$ cat src/rtl/systolic_feeder.sv
`default_nettype none
// ============================================================================
//  Module   : systolic_feeder
//  Function : Re-times one ROW-lane feature vector per beat into the diagonal
//             wavefront of systolic_array; pulses done once a tile is injected.
//  Revision : 1.0  initial release
// ============================================================================
module systolic_feeder #(
  parameter int WIDTH = 8,
  parameter int ROW   = 4
) (
  input  logic                 clk_in2,
  input  logic                 nrst_in2,
  input  logic                 s_valid,
  output logic                 s_ready,
  input  logic [ROW*WIDTH-1:0] s_data,
  input  logic                 s_last,
  output logic [ROW*WIDTH-1:0] feature_out,
  output logic [ROW-1:0]       in_en,
  output logic                 busy,
  output logic                 done
);

  localparam int                c_CNT_W      = $clog2(ROW) + 1;
  localparam logic [c_CNT_W-1:0] c_DRAIN_LOAD = c_CNT_W'(ROW - 1);
  localparam logic [c_CNT_W-1:0] c_CNT_ONE    = c_CNT_W'(1);

  typedef enum logic [1:0] {
    S_IDLE   = 2'd0,
    S_STREAM = 2'd1,
    S_DRAIN  = 2'd2
  } state_t;

  state_t              r_state;
  logic [c_CNT_W-1:0]  r_cnt;
  logic                r_done;
  logic                w_accept;

  // Ready depends only on state and reset, never on s_valid.
  assign s_ready  = nrst_in2 & (r_state != S_DRAIN);
  assign w_accept = s_valid & s_ready;
  assign busy     = (r_state != S_IDLE);
  assign done     = r_done;

  always_ff @(posedge clk_in2) begin
    if (!nrst_in2) begin
      r_state <= S_IDLE;
      r_cnt   <= '0;
      r_done  <= 1'b0;
    end else begin
      r_done <= 1'b0;
      case (r_state)
        S_IDLE, S_STREAM: begin
          if (w_accept) begin
            if (s_last) begin
              r_state <= S_DRAIN;
              r_cnt   <= c_DRAIN_LOAD;
            end else begin
              r_state <= S_STREAM;
            end
          end
        end
        S_DRAIN: begin
          if (r_cnt == '0) begin
            r_state <= S_IDLE;
            r_done  <= 1'b1;
          end else begin
            r_cnt <= r_cnt - c_CNT_ONE;
          end
        end
        default: begin
          r_state <= S_IDLE;
          r_cnt   <= '0;
        end
      endcase
    end
  end

  // Lane r is an (r+1)-deep chain; non-accept edges inject a zero bubble.
  for (genvar r = 0; r < ROW; r++) begin : g_lane
    logic [r:0][WIDTH-1:0] r_tap_d;
    logic [r:0]            r_tap_v;

    always_ff @(posedge clk_in2) begin
      if (!nrst_in2) begin
        r_tap_d <= '0;
        r_tap_v <= '0;
      end else begin
        r_tap_d[0] <= w_accept ? s_data[r*WIDTH +: WIDTH] : '0;
        r_tap_v[0] <= w_accept;
        for (int i = 1; i <= r; i++) begin
          r_tap_d[i] <= r_tap_d[i-1];
          r_tap_v[i] <= r_tap_v[i-1];
        end
      end
    end

    assign feature_out[r*WIDTH +: WIDTH] = r_tap_d[r];
    assign in_en[r]                      = r_tap_v[r];
  end

endmodule
`default_nettype wire

$ cat config.mk
export PLATFORM = sky130hd
export DESIGN_NAME = systolic_feeder
export DESIGN_NICKNAME = d
export VERILOG_FILES = /design/src/rtl/systolic_feeder.sv
export SDC_FILE = /design/constraint.sdc
export NUM_CORES = 1
export LEC_CHECK = 0
export ABC_AREA = 1
export CORE_MARGIN = 2
export CORE_UTILIZATION = 47
export CTS_CLUSTER_SIZE = 12
export DETAILED_ROUTE_END_ITERATION = 12
export GPL_TIMING_DRIVEN = 0
export PLACE_DENSITY = 0.84
export SLEW_MARGIN = 20
export SYNTH_ARGS = -nofsm -noshare
export SYNTH_HDL_FRONTEND = slang
export SYNTH_SLANG_ARGS = --single-unit
$ cat constraint.sdc
create_clock -name clk_in2 -period 1.65 [get_ports clk_in2]
set_input_delay 0.495 -clock clk_in2 [delete_from_list [all_inputs] [get_ports clk_in2]]
set_output_delay 0.495 -clock clk_in2 [all_outputs]
set_load 0.03 [all_outputs]
==> impl_results.html, run 1 <==
<table>
<tr><th>Metric</th><th>Value</th></tr>
<tr><th colspan="2">Run status</th></tr>
<tr><td>Run status</td><td>complete, no violations</td></tr>
<tr><th colspan="2">Power and ir drop</th></tr>
<tr><td>IR Drop Worst-Case VDD</td><td>0.0006058 V</td></tr>
<tr><td>Total power after layout</td><td>4379 uW</td></tr>
<tr><td>Leak pwr</td><td>~0.0023 uW</td></tr>
<tr><td>Pwr/cell area</td><td>1119 nW/um2</td></tr>
<tr><th colspan="2">Synth</th></tr>
<tr><td>Yosys warns</td><td>0</td></tr>
<tr><td>Synth Area in XOR/XNOR</td><td>0%</td></tr>
<tr><td>Most frequently used flop master after synthesis</td><td>sky130_fd_sc_hd__dfxtp_1</td></tr>
<tr><td>Synthesized instance count</td><td>333</td></tr>
<tr><td>Most area-consuming cells after synthesis</td><td>sky130_fd_sc_hd__dfxtp_1 62%, sky130_fd_sc_hd__inv_1 12%, sky130_fd_sc_hd__nand2_1 7.9%</td></tr>
<tr><td>Count of flip-flops with a built-in enable after synthesis</td><td>0</td></tr>
<tr><td>Library cell occupying the most area in the post-synthesis netlist</td><td>sky130_fd_sc_hd__dfxtp_1</td></tr>
<tr><td>Basic-gate share of the synthesized area counting and, or, nand and nor cells</td><td>15.24%</td></tr>
<tr><td>Total nets after synthesis</td><td>371</td></tr>
<tr><td>Total of flip-flops plus latches after synthesis</td><td>90</td></tr>
<tr><td>Top cell type's share of synthesized area</td><td>62.34%</td></tr>
<tr><td>Adder-cell share of the synthesized area</td><td>0.8658%</td></tr>
<tr><td>Post-synthesis instance area</td><td>2890 um2</td></tr>
<tr><td>Leading cell type by number of instances after synthesis</td><td>sky130_fd_sc_hd__inv_1</td></tr>
<tr><td>Async set or reset register ratio after synthesis</td><td>0%</td></tr>
<tr><td>Fraction of the yosys area taken by sequential cells</td><td>62.34%</td></tr>
<tr><td>Mean instance size in the synthesized netlist</td><td>8.679 um2</td></tr>
<tr><td>Dominant combinational cell family by area after synthesis</td><td>buffers and inverters</td></tr>
<tr><td>Fraction of the mapped netlist area in compound gates</td><td>1.342%</td></tr>
<tr><td>Post-synthesis cell type count</td><td>16</td></tr>
<tr><td>Leading cell types by count after synthesis</td><td>91 x sky130_fd_sc_hd__inv_1, 90 x sky130_fd_sc_hd__dfxtp_1, 61 x sky130_fd_sc_hd__nand2_1</td></tr>
<tr><td>Multiplexer fraction of the synthesized cell area</td><td>0%</td></tr>
<tr><th colspan="2">Timing</th></tr>
<tr><td>RSZ-0062 raised after global routing</td><td>yes</td></tr>
<tr><td>Hold violation total from the final report</td><td>0</td></tr>
<tr><td>Post-route setup slack</td><td>57.39 ps</td></tr>
<tr><td>Final max-slew violation count</td><td>0</td></tr>
<tr><td>Clock skew</td><td>4.518 ps</td></tr>
<tr><td>Relative slew slack</td><td>78.85%</td></tr>
<tr><td>Shortest period the worst path allows</td><td>1593 ps</td></tr>
<tr><td>Fmax achieved</td><td>627.9 MHz</td></tr>
<tr><td>Part of the cycle the worst path needs</td><td>96.52%</td></tr>
<tr><td>Final setup violation count</td><td>0</td></tr>
<tr><td>Setup TNS Final</td><td>0 ps</td></tr>
<tr><td>Worst Max-Slew Pin Slew</td><td>318.5 ps</td></tr>
<tr><th colspan="2">Clock tree</th></tr>
<tr><td>Root buffer cell</td><td>sky130_fd_sc_hd__clkbuf_8</td></tr>
<tr><td>Number of H-tree levels</td><td>3</td></tr>
<tr><td>Clock latency at the later pin of the worst-skew pair</td><td>330 ps</td></tr>
<tr><td>Cts bufs inserted</td><td>9</td></tr>
<tr><td>Maximum clock insertion buffer count</td><td>2</td></tr>
<tr><td>Clock tree from TritonCTS</td><td>done</td></tr>
<tr><td>Clock-pin slew on the worst setup and hold paths</td><td>about 80 ps</td></tr>
<tr><td>Number of buffers inserted for hold repair after clock tree synthesis</td><td>0</td></tr>
<tr><td>Sinks on the clock net</td><td>90</td></tr>
<tr><th colspan="2">Detailed routing</th></tr>
<tr><td>Avg Vias per Cell</td><td>3.938</td></tr>
<tr><td>Wirelength per Cell</td><td>9.411 um</td></tr>
<tr><td>Total Routed Length</td><td>4696 um</td></tr>
<tr><td>DR DRC count</td><td>0</td></tr>
<tr><td>Number of nets with antenna violations after routing</td><td>0</td></tr>
<tr><td>DR pass1 iterations</td><td>4</td></tr>
<tr><td>First DRT Iteration DRCs</td><td>53</td></tr>
<tr><td>Total via count after detailed routing</td><td>1965</td></tr>
<tr><th colspan="2">Floorplanning</th></tr>
<tr><td>Top-level I/O count</td><td>75</td></tr>
<tr><td>Horizontal extent of the die</td><td>82.42 um</td></tr>
<tr><td>Height of the die</td><td>82.42 um</td></tr>
<tr><td>Die outline area</td><td>approximately 6800 um2</td></tr>
<tr><td>Initial cell density of the core</td><td>48.82%</td></tr>
<tr><td>Floorplan Core Area</td><td>roughly 6000 um2</td></tr>
<tr><td>Row cnt</td><td>28</td></tr>
<tr><th colspan="2">Placement</th></tr>
<tr><td>Final HPWL DP</td><td>3397 um</td></tr>
<tr><td>Post-placement cell area</td><td>roughly 3700 um2</td></tr>
<tr><td>DP Worst Slack</td><td>-415.0 ps</td></tr>
<tr><td>Routability cong.</td><td>0.7979</td></tr>
<tr><td>Count of buffers from port buffering</td><td>73</td></tr>
<tr><th colspan="2">GRT</th></tr>
<tr><td>First-pass GRT wire length</td><td>7410 um</td></tr>
<tr><td>Maximum number of pins on one net before global-route repair</td><td>15</td></tr>
<tr><td>Grt total ovfl</td><td>0</td></tr>
<tr><td>Number of antenna violations at the first check in global routing</td><td>0</td></tr>
<tr><td>Via count of the first global-routing pass</td><td>1731</td></tr>
<tr><td>Grt met1 use</td><td>14.46%</td></tr>
<tr><td>Busiest grt layer</td><td>met2</td></tr>
<tr><td>Met3 layer usage reported by global route</td><td>5.652%</td></tr>
<tr><td>Overall routing resource usage</td><td>between 10% and 20%</td></tr>
<tr><td>Met2 global-route usage</td><td>27.98%</td></tr>
<tr><th colspan="2">Layout</th></tr>
<tr><td>Utilization after layout</td><td>66.08%</td></tr>
<tr><td>Area growth syn-to-layout</td><td>35.37%</td></tr>
<tr><td>Antenna Diode Count</td><td>0</td></tr>
<tr><td>Final design area excluding fillers</td><td>3913 um2</td></tr>
<tr><td>Fraction of layout cells with a size suffix above 1</td><td>between 10% and 20%</td></tr>
<tr><td>Count of nets after finishing</td><td>457</td></tr>
<tr><td>Final-layout fill cell count</td><td>490</td></tr>
<tr><th colspan="2">Critical path</th></tr>
<tr><td>Startpoint type of the worst setup path</td><td>flip-flop</td></tr>
<tr><td>Element type at the critical path end</td><td>output port</td></tr>
<tr><td>Max FO, Critical Path</td><td>1</td></tr>
<tr><td>Data arrival time of the critical path</td><td>1100 ps</td></tr>
<tr><td>Data required time at the worst endpoint</td><td>about 1200 ps</td></tr>
<tr><td>WS Path Type</td><td>reg -&gt; out</td></tr>
<tr><th colspan="2">Flow run</th></tr>
<tr><td>Max Cap Viol</td><td>0</td></tr>
<tr><th colspan="2">Hold path</th></tr>
<tr><td>Hold/Removal Path Class</td><td>reg -&gt; reg</td></tr>
</table>
[flip-flops by register name, summed over array words and instances, names as in the netlist]
register	cells
r_state	2
done	1
r_cnt	3
g_lane.r_tap_d	56
feature_out	24
g_lane.r_tap_v	4
[layout by cell type (no fill, tap or decap), drive strengths merged]
cell,count
a21oi,7
buf,37
bufinv,3
clkbuf,25
clkdlybuf4s15,13
clkdlybuf4s50,34
clkinvlp,1
dfxtp,90
dlygate4sd2,12
ha,2
inv,93
nand2,64
nand3,5
nor2,37
or2,1
[cells by family (layout without fill, tap and decap cells)]
logic type	count (synthesis)	after routing
buffers and inverters	127	218
adder cells (fa/ha/maj)	2	2
flip-flops	90	90
AND/OR/NAND/NOR	107	107
AO/OA/AOI/OAI	7	7
[cell type report]
| type | count | area [um2] | share of cell area (%) |
|---|---|---|---|
| clock inverters | 4 | 97.59 | 2.494 |
| repair buffers | 75 | 670.6 | 17.14 |
| flip-flops and latches | 90 | 1804 | 46.11 |
| plain buffers | 34 | 235.2 | 6.012 |
| multi-input cells | 116 | 506.7 | 12.95 |
| well taps | 75 | 93.84 | 2.398 |
| clock buffers | 12 | 155.1 | 3.965 |
| inverters | 93 | 349.1 | 8.922 |
[critical path, stage by stage, from the launching register on]
cell and delay [ps]:
sky130_fd_sc_hd__dfxtp_1 310, sky130_fd_sc_hd__buf_4 90, sky130_fd_sc_hd__clkdlybuf4s15_1 360
[power breakdown]
part	switching [uW]	internal (uW)	leakage, uW
registers	19.4	2240	0.000734
logic	177	161	0.00142
clock network	694	1090	0.000123
[worst paths after layout]
path | from | end | slack, ps | depth (start not counted)
hold reg to reg | g_lane[2].r_tap_d[6] | g_lane[2].r_tap_d[14] | 410 | 2
setup / recovery | feature_out[11] | feature_out[11] | 60 | 2
setup reg to reg | r_cnt[0] | r_cnt[1] | 380 | 6
hold / removal | g_lane[2].r_tap_d[6] | g_lane[2].r_tap_d[14] | 410 | 2
[layer usage]
layer,wire length (um),vias up
met2,2484,45
met1,1890,850
met5,0,-
li1,-,1064
met4,59,0
met3,261,6
[metrics by stage]
| step | hold slack (ps) | std cells |
|---|---|---|
| after floorplan | 390.5 | 333 |
| after global placement | 392.7 | 481 |
| after detailed placement | 396.7 | 481 |
| after CTS | 415.7 | 497 |
| after global routing | 423.9 | 499 |
| final | 412.4 | 499 |
[timing repair]
action                                  in CTS  in global routing
hold endpoints to repair                     0                  0
setup buffers                                0                  2
pin swaps                                    0                  2
endpoints found under the setup margin      39                 25
resized for setup                           56                 37
(Power assumes the default switching activity.)
==> inputs of run 2 (changes only) <==
CAP_MARGIN = 25   (was default)
==> results of run 2 <==
Same layout as run 1: the final DEF is identical, and so are final timing and power.
